==> src/rtl/serial_add_ctrl.sv <==
// serial_add_ctrl: digit-serial add/subtract sequencer.
// One 4-bit adder slice is reused for WIDTH/4 cycles, least significant digit first.
// Operands are taken on a valid/ready request port. The sum and flags are returned
// on a valid/ready result port and held stable until the result is consumed.
module serial_add_ctrl #(
    parameter int WIDTH = 32
) (
    input  logic             clk,
    input  logic             rst_n,
    input  logic             in_valid,
    output logic             in_ready,
    input  logic             in_sub,
    input  logic [WIDTH-1:0] in_a,
    input  logic [WIDTH-1:0] in_b,
    output logic             out_valid,
    input  logic             out_ready,
    output logic [WIDTH-1:0] out_sum,
    output logic             out_co,
    output logic             out_ovf,
    output logic             out_zero
);

    localparam int NDIG = WIDTH / 4;
    localparam int CW   = $clog2(NDIG) + 1;

    generate
        if (((WIDTH % 4) != 0) || (WIDTH < 4)) begin : g_bad_width
            $error("serial_add_ctrl: WIDTH must be a multiple of 4 and at least 4");
        end
    endgenerate

    typedef enum logic [1:0] {
        IDLE = 2'd0,
        RUN  = 2'd1,
        DONE = 2'd2
    } state_t;

    // 4-bit adder slice: returns {carry_out, sum[3:0]}
    function automatic logic [4:0] adder_4bits(input logic [3:0] a, input logic [3:0] b,
                                               input logic ci);
        adder_4bits = {1'b0, a} + {1'b0, b} + {4'b0000, ci};
    endfunction

    state_t           state_r;
    logic [CW-1:0]    cnt_r;
    logic             carry_r;
    logic [WIDTH-1:0] a_r;
    logic [WIDTH-1:0] b_r;
    logic             a_msb_r;
    logic             b_msb_r;

    logic [4:0]       slice_s;
    logic [WIDTH-1:0] sum_next_s;
    logic [WIDTH-1:0] b_in_s;

    // Slice result for the current digit, the shifted partial sum, and the conditioned b operand
    always_comb begin
        slice_s    = adder_4bits(a_r[3:0], b_r[3:0], carry_r);
        sum_next_s = (out_sum >> 3'd4) | (WIDTH'(slice_s[3:0]) << (WIDTH - 4));
        b_in_s     = in_sub ? ~in_b : in_b;
    end

    // Sequencer FSM: accept operands, run one digit per cycle, hold the result until consumed
    always_ff @(posedge clk or negedge rst_n) begin
        if (!rst_n) begin
            state_r   <= IDLE;
            cnt_r     <= {CW{1'b0}};
            carry_r   <= 1'b0;
            a_r       <= {WIDTH{1'b0}};
            b_r       <= {WIDTH{1'b0}};
            a_msb_r   <= 1'b0;
            b_msb_r   <= 1'b0;
            in_ready  <= 1'b1;
            out_valid <= 1'b0;
            out_sum   <= {WIDTH{1'b0}};
            out_co    <= 1'b0;
            out_ovf   <= 1'b0;
            out_zero  <= 1'b0;
        end else begin
            case (state_r)
                IDLE: begin
                    if (in_valid) begin
                        a_r      <= in_a;
                        b_r      <= b_in_s;
                        carry_r  <= in_sub;
                        cnt_r    <= {CW{1'b0}};
                        a_msb_r  <= in_a[WIDTH-1];
                        b_msb_r  <= b_in_s[WIDTH-1];
                        in_ready <= 1'b0;
                        state_r  <= RUN;
                    end
                end
                RUN: begin
                    carry_r <= slice_s[4];
                    a_r     <= a_r >> 3'd4;
                    b_r     <= b_r >> 3'd4;
                    out_sum <= sum_next_s;
                    cnt_r   <= cnt_r + CW'(1);
                    if (cnt_r == CW'(NDIG - 1)) begin
                        // Last digit: the flags come from the final slice and the completed sum
                        out_co    <= slice_s[4];
                        out_ovf   <= (a_msb_r == b_msb_r) & (slice_s[3] != a_msb_r);
                        out_zero  <= (sum_next_s == {WIDTH{1'b0}});
                        out_valid <= 1'b1;
                        state_r   <= DONE;
                    end
                end
                DONE: begin
                    if (out_ready) begin
                        out_valid <= 1'b0;
                        in_ready  <= 1'b1;
                        state_r   <= IDLE;
                    end
                end
                default: begin
                    out_valid <= 1'b0;
                    in_ready  <= 1'b1;
                    state_r   <= IDLE;
                end
            endcase
        end
    end

endmodule
==> config.mk <==
export PLATFORM = sky130hd
export DESIGN_NAME = serial_add_ctrl
export DESIGN_NICKNAME = d
export VERILOG_FILES = /design/src/rtl/serial_add_ctrl.sv
export SDC_FILE = /design/constraint.sdc
export NUM_CORES = 1
export LEC_CHECK = 0
export ABC_AREA = 1
export BUFFER_PORTS_ARGS = -buffer_cell sky130_fd_sc_hd__buf_2
export CORE_AREA = 2 2 100 126
export CTS_CLUSTER_DIAMETER = 80
export DETAILED_ROUTE_END_ITERATION = 10
export DIE_AREA = 0 0 102 128
export MAX_ROUTING_LAYER = met4
export PLACE_DENSITY = 0.77
export SLEW_MARGIN = 20
export SYNTH_ARGS = -nofsm -noshare
export SYNTH_HDL_FRONTEND = slang
export SYNTH_SLANG_ARGS = --single-unit
==> constraint.sdc <==
create_clock -name clk -period 2.52 [get_ports clk]
set_input_delay 0.504 -clock clk [delete_from_list [all_inputs] [get_ports clk]]
set_output_delay 0.504 -clock clk [all_outputs]
set_load 0.02 [all_outputs]
### Word level (Yosys, flattened, before mapping)

Index checks and enable logic that the tools add are counted.

| storage, ports and cells | value |
|---|---|
| bits in registers | 110 |
| input bits | 69 |
| output and inout bits | 37 |
| word-level logic and storage cells | 57 |

| cells by class | value |
|---|---|
| $add $sub $neg | 3 |
| equal/unequal tests | 8 |
| muxes and demuxes | 19 |
| bitwise logic cells | 5 |
| reduce and logical (&&, ||, !) cells | 9 |

Operators with widths:

| operator | number |
|---|---|
| one-hot mux 32 bit (2 select lines) | 2 |
| two-way mux 32 bit | 3 |
| zero test 32 bit | 1 |
| inverter 32 bit | 1 |
| OR 28 x 32 -> 32 bit | 1 |
| AND reduction 3 bit | 3 |
| one-hot mux 4 bit (2 select lines) | 1 |
| two-way mux 2 bit | 3 |
| inequality test 2 bit (second input constant) | 3 |
| one-hot mux 1 bit (3 select lines) | 2 |
| one-hot mux 2 bit (3 select lines) | 1 |
| AND reduction 2 bit | 3 |
| adder 4 x 4 -> 5 bit | 1 |
| adder 5 x 1 -> 5 bit | 1 |
| two-way mux 1 bit | 5 |
| adder 4 x 1 -> 4 bit (second input constant) | 1 |
| == test 4 x 3 -> 1 bit (second input constant) | 1 |
| two-way mux 4 bit | 1 |
| == test 2 x 1 -> 1 bit (second input constant) | 1 |
| == test 2 bit (second input constant) | 1 |
| zero test 2 bit | 1 |
| inverter 1 bit | 2 |
| one-hot mux 1 bit (2 select lines) | 1 |
| nonzero test 2 bit | 1 |
| other kinds (3) | 3 |

### Logic depth before layout (Yosys ltp)

| logic depth | value |
|---|---|
| depth in word-level cells | 4 |
| depth in mapped cells | 10 |
| gate-level depth less buffers | 10 |

### Least setup slack after synthesis

No wires, ideal clock.

| timing path | value |
|---|---|
| path type | reg2reg |
| from | register carry_r |
| to | register out_zero |
| library setup time | 0.065 ns |
| data arrival time | 1.752 ns |
| data required time | 2.455 ns |
| slack | 0.703 ns |
| cell stages (with the launch flop) | 10 |
| path buffers | 0 |
| period minus slack after synthesis | 1.817 ns |
| cells stage by stage | dfrtp_1 -> fa_1 -> fa_1 -> nor2_1 -> nand2_1 -> nor2_1 -> nand2_1 -> nor2_1 -> nand3_1 -> nand2_1 |

| on the way | value |
|---|---|
| cells in the longest elaborated chain, start to end | 3 |

Ends and longest elaborated chain:

| element | RTL line | source |
|---|---|---|
| from (decl) | 46 | `logic carry_r;` |
| from (signal assigned) | 85 | `carry_r <= in_sub;` |
| from (signal assigned) | 94 | `carry_r <= slice_s[4];` |
| adder 5 x 1 -> 5 bit | 41 | `adder_4bits = {1'b0, a} + {1'b0, b} + {4'b0000, ci};` |
| net slice_s[1] | 52 | `logic [4:0] slice_s;` |
| OR 28 x 32 -> 32 bit | 59 | `sum_next_s = (out_sum >> 3'd4) \| (WIDTH'(slice_s[3:0]) << (WIDTH - 4));` |
| zero test 32 bit | 103 | `out_zero <= (sum_next_s == {WIDTH{1'b0}});` |
| to (signal assigned) | 103 |  |
| to (decl) | 20 | `output logic out_zero` |

The timed path passes the listed nets, and every way through them passes these cells.
A chain may end at the register's enable or synchronous reset.

### Final worst setup path

| timing path | value |
|---|---|
| from | register state_r[0] |
| to | register a_r[29] |

| on the way | value |
|---|---|
| cells in the longest elaborated chain, start to end | 3 |
| elaborated cells on any way between the ends | 6 |
| those cells by class | eq/ne: 2; mux: 1; reduce/logical: 3 |

Ends and longest elaborated chain:

| element | RTL line | source |
|---|---|---|
| from (decl) | 44 | `state_t state_r;` |
| from (signal assigned) | 66 | `state_r <= IDLE;` |
| from (signal assigned) | 90 | `state_r <= RUN;` |
| from (signal assigned) | 105 | `state_r <= DONE;` |
| == test 2 x 1 -> 1 bit or zero test 2 bit (tied branches) | 80 | `case (state_r)` |
| nonzero test 2 bit (no line) or inequality test 2 bit (tied branches) | -- |  |
| AND reduction 2 bit (no line) | -- |  |
| to (signal assigned) | 69 | `a_r <= {WIDTH{1'b0}};` |
| to (signal assigned) | 83 | `a_r <= in_a;` |
| to (signal assigned) | 95 | `a_r <= a_r >> 3'd4;` |
| to (decl) | 47 | `logic [WIDTH-1:0] a_r;` |

Several ways; a longest one is shown, not always the timed one.

==> impl_metrics.toml <==
[outcome]
status = "finished, final reports clean"

[cts]
cts_buffer_depth = 2
clk_pin_slew_worst_paths_ns = 0.07
cts_setup_buffers = 0
cts_root_buf = "clkbuf_16"
clock_latency_ns = 0.34
cts_made_buffers = 9
cts_hold_buf = 0
cts_tree = "built"
htree_levels = 3
cts-resized-gates = 0
cts.sinks = 110

[detailed_routing]
postRouteAntennaNets = 0
drt_iter0_drc = 247
finalWirelength_mm = 11.3
dr_total_vias = 4272
drtPass1Iterations = 4
drc = 0
wire_per_inst_um = 13.1
via_per_inst = 4.95

[synthesis]
yosys_register_bits = 110
synth_seq_area_share_pct = 53.0
synth.area.top_cells = "dfrtp_1 52%, nand2_1 15%, xnor2_1 5.4%"
synth_fp_nets = 677
yosysTopAreaCellShare_pct = 52.5
synth_cell_type_count = 28
synthAdderAreaFrac_pct = 1.73
synth.most_common_cell = "nand2_1"
synth_enable_flop_cells = 0
syn_avg_cell_area_um2 = 8.64
synth_top_area_cell = "dfrtp_1"
synth_xor_area_share_pct = 5.56
synth-warning-count = 0
synth-simple-area-share_pct = 20.3
synth_compound_area_share_pct = 12.5
synth.area.mux_share_pct = 0
synth-main-ff-cell = "dfrtp_1"
netlist_top_cells_count = "206 x nand2_1, 109 x dfrtp_1, 54 x o21ai_0"
synthArstFlopShare_pct = 100
synthCells = 602
synth_top_family_by_area = "simple AND/OR/NAND/NOR gates"
synth_area_um2 = 5200

[grt]
grt_pass1_vias = 4189
antenna_found_initial = 0
grt_max_degree = 92
grt_pass1_wl_mm = 19.0
grt_usage_pct = 18.8
overflow = 0

[sta]
rsz0062_at_grt = "no"
whs_ns = 0.102
setup_viol = 0
report.final.slew_viol_count = 0
max_freq_ghz = 0.491
fin_setup_tns_ns = 0
worst_slack_ns = 0.482
worst_slew_margin_rel_pct = 44.2
min_period_over_period_pct = 80.9
period_minus_slack_ns = 2.04
fin_worst_skew_ns = 0.00596
worstMarginPinSlew_ns = 0.837
hold_violations = 0

[worst_setup_path]
ff2ff_path_depth = 6
critPathMaxStageDelay_ns = 0.65
r2r-end = "a_r[29]$_DFFE_PN0P_"
critPathRequiredTime_ns = 2.78
crit_type = "reg2reg"
endpoint_kind = "register"
r2r-start = "state_r[0]$_DFFE_PN0P_"
cp_num_buf_inv = 2
path_cells = "inv_1 -> nand2_1 -> nor2_4 -> nor2_8 -> inv_2 -> o21ai_0"
start_kind = "register"
crit_family = "simple AND/OR/NAND/NOR gates"
rrSetupSlack_ns = 0.48
worst_path_max_delay_cell = "nor2_8"
critical_path.max_fanout = 64
arrival_ns = 2.30

[placed_design]
dp_hpwl_mm = 7.81
port_buffers = 105
dp_slack_ns = 0.325
gp_congestion = 0.787

[floorplanning]
fp-row-count = 45
die_w_um = 102
pin_count = 106
core-area_um2 = 11900
initial_core_util_pct = 43.6
dieArea_um2 = 13100
die_y_um = 128

[run]
maxCapViolCount = 0

[pwr]
powerDensity_nw_per_um2 = 1300
p_total_uw = 8010
ir_drop_uv = 461
leakage_uw = 0.00301

[cells_and_area]
drive_gt1_share_pct = 19.6
area.growth.synth_to_final_pct = 18.9
diodes = 0
nets = 769

[worst_hold_path]
hp-class = "in2async"
## logic make-up after synthesis
kind of cell | Yosys count
buf+inv | 81
fa+ha+maj | 6
compound gates | 106
xor+xnor | 33
flops | 110
simple gates | 266
## through the flow
step	std cells	utilization (%)	area, um2
global placement	847	49.0	5850
finish	863	51.8	6180
detailed placement	847	49.0	5850
global route	863	51.8	6180
floorplan	602	-	5200
CTS	863	51.8	6180
## metal layers
layer  global-route usage [%]  wire length, um
met2                     31.6             5720
met5                        -                0
met3                     1.96              440
met1                     22.9             4920
met4                     8.24              216
## flip-flops by register name (all words and copies together), names as in the netlist, 2 cells and up
register,cells
a_r,32
b_r,32
out_sum,32
cnt_r,4
state_r,2
## power by group
part           switching (uW)  internal [uW]  total [uW]
clock network             613            972        1580
registers                 464           2560        3020
logic                    2210           1190        3400
## worst max path at each step
| stage | start | end | slack [ns] | depth (start not counted) |
|---|---|---|---|---|
| 3_5_place_dp | in_valid | a_r[29]$_DFFE_PN0P_ | 0.32 | 6 |
| 5_1_grt | state_r[0]$_DFFE_PN0P_ | a_r[29]$_DFFE_PN0P_ | 0.22 | 6 |
| 2_1_floorplan | carry_r$_DFFE_PN0P_ | out_zero$_DFFE_PN0P_ | 0.70 | 9 |
| 3_3_place_gp | in_valid | a_r[28]$_DFFE_PN0P_ | 0.34 | 6 |
| 4_1_cts | state_r[0]$_DFFE_PN0P_ | a_r[29]$_DFFE_PN0P_ | 0.48 | 6 |
| 6_report | state_r[0]$_DFFE_PN0P_ | a_r[29]$_DFFE_PN0P_ | 0.48 | 6 |
## cells in the final DEF, fill, tap and decap left out, types with 4 or more instances in the layout
master / netlist / final
o211ai_1: 27 / 27
inv_1: 45 / 45
nand3_1: 14 / 14
nand2_1: 206 / 205
buf_4: 5 / 8
dfrtp_1: 109 / 109
a211oi_1: 12 / 12
ha_1: 4 / 4
clkbuf_16: 0 / 9
nor3_1: 12 / 12
o21ai_1: 4 / 4
o21ai_0: 54 / 54
buf_2: 17 / 104
xnor2_1: 32 / 32
nor2_1: 31 / 31
## final cells by class
cell class	count	area, um2
tap	164	205
clock inverter	4	95.1
fill	1189	5760
sequential	110	2750
multi-input combinational	411	2090
inverter	48	180
timing repair buffer	114	621
clock buffer	12	236
Note: power is estimated with default switching activity, not from simulation.
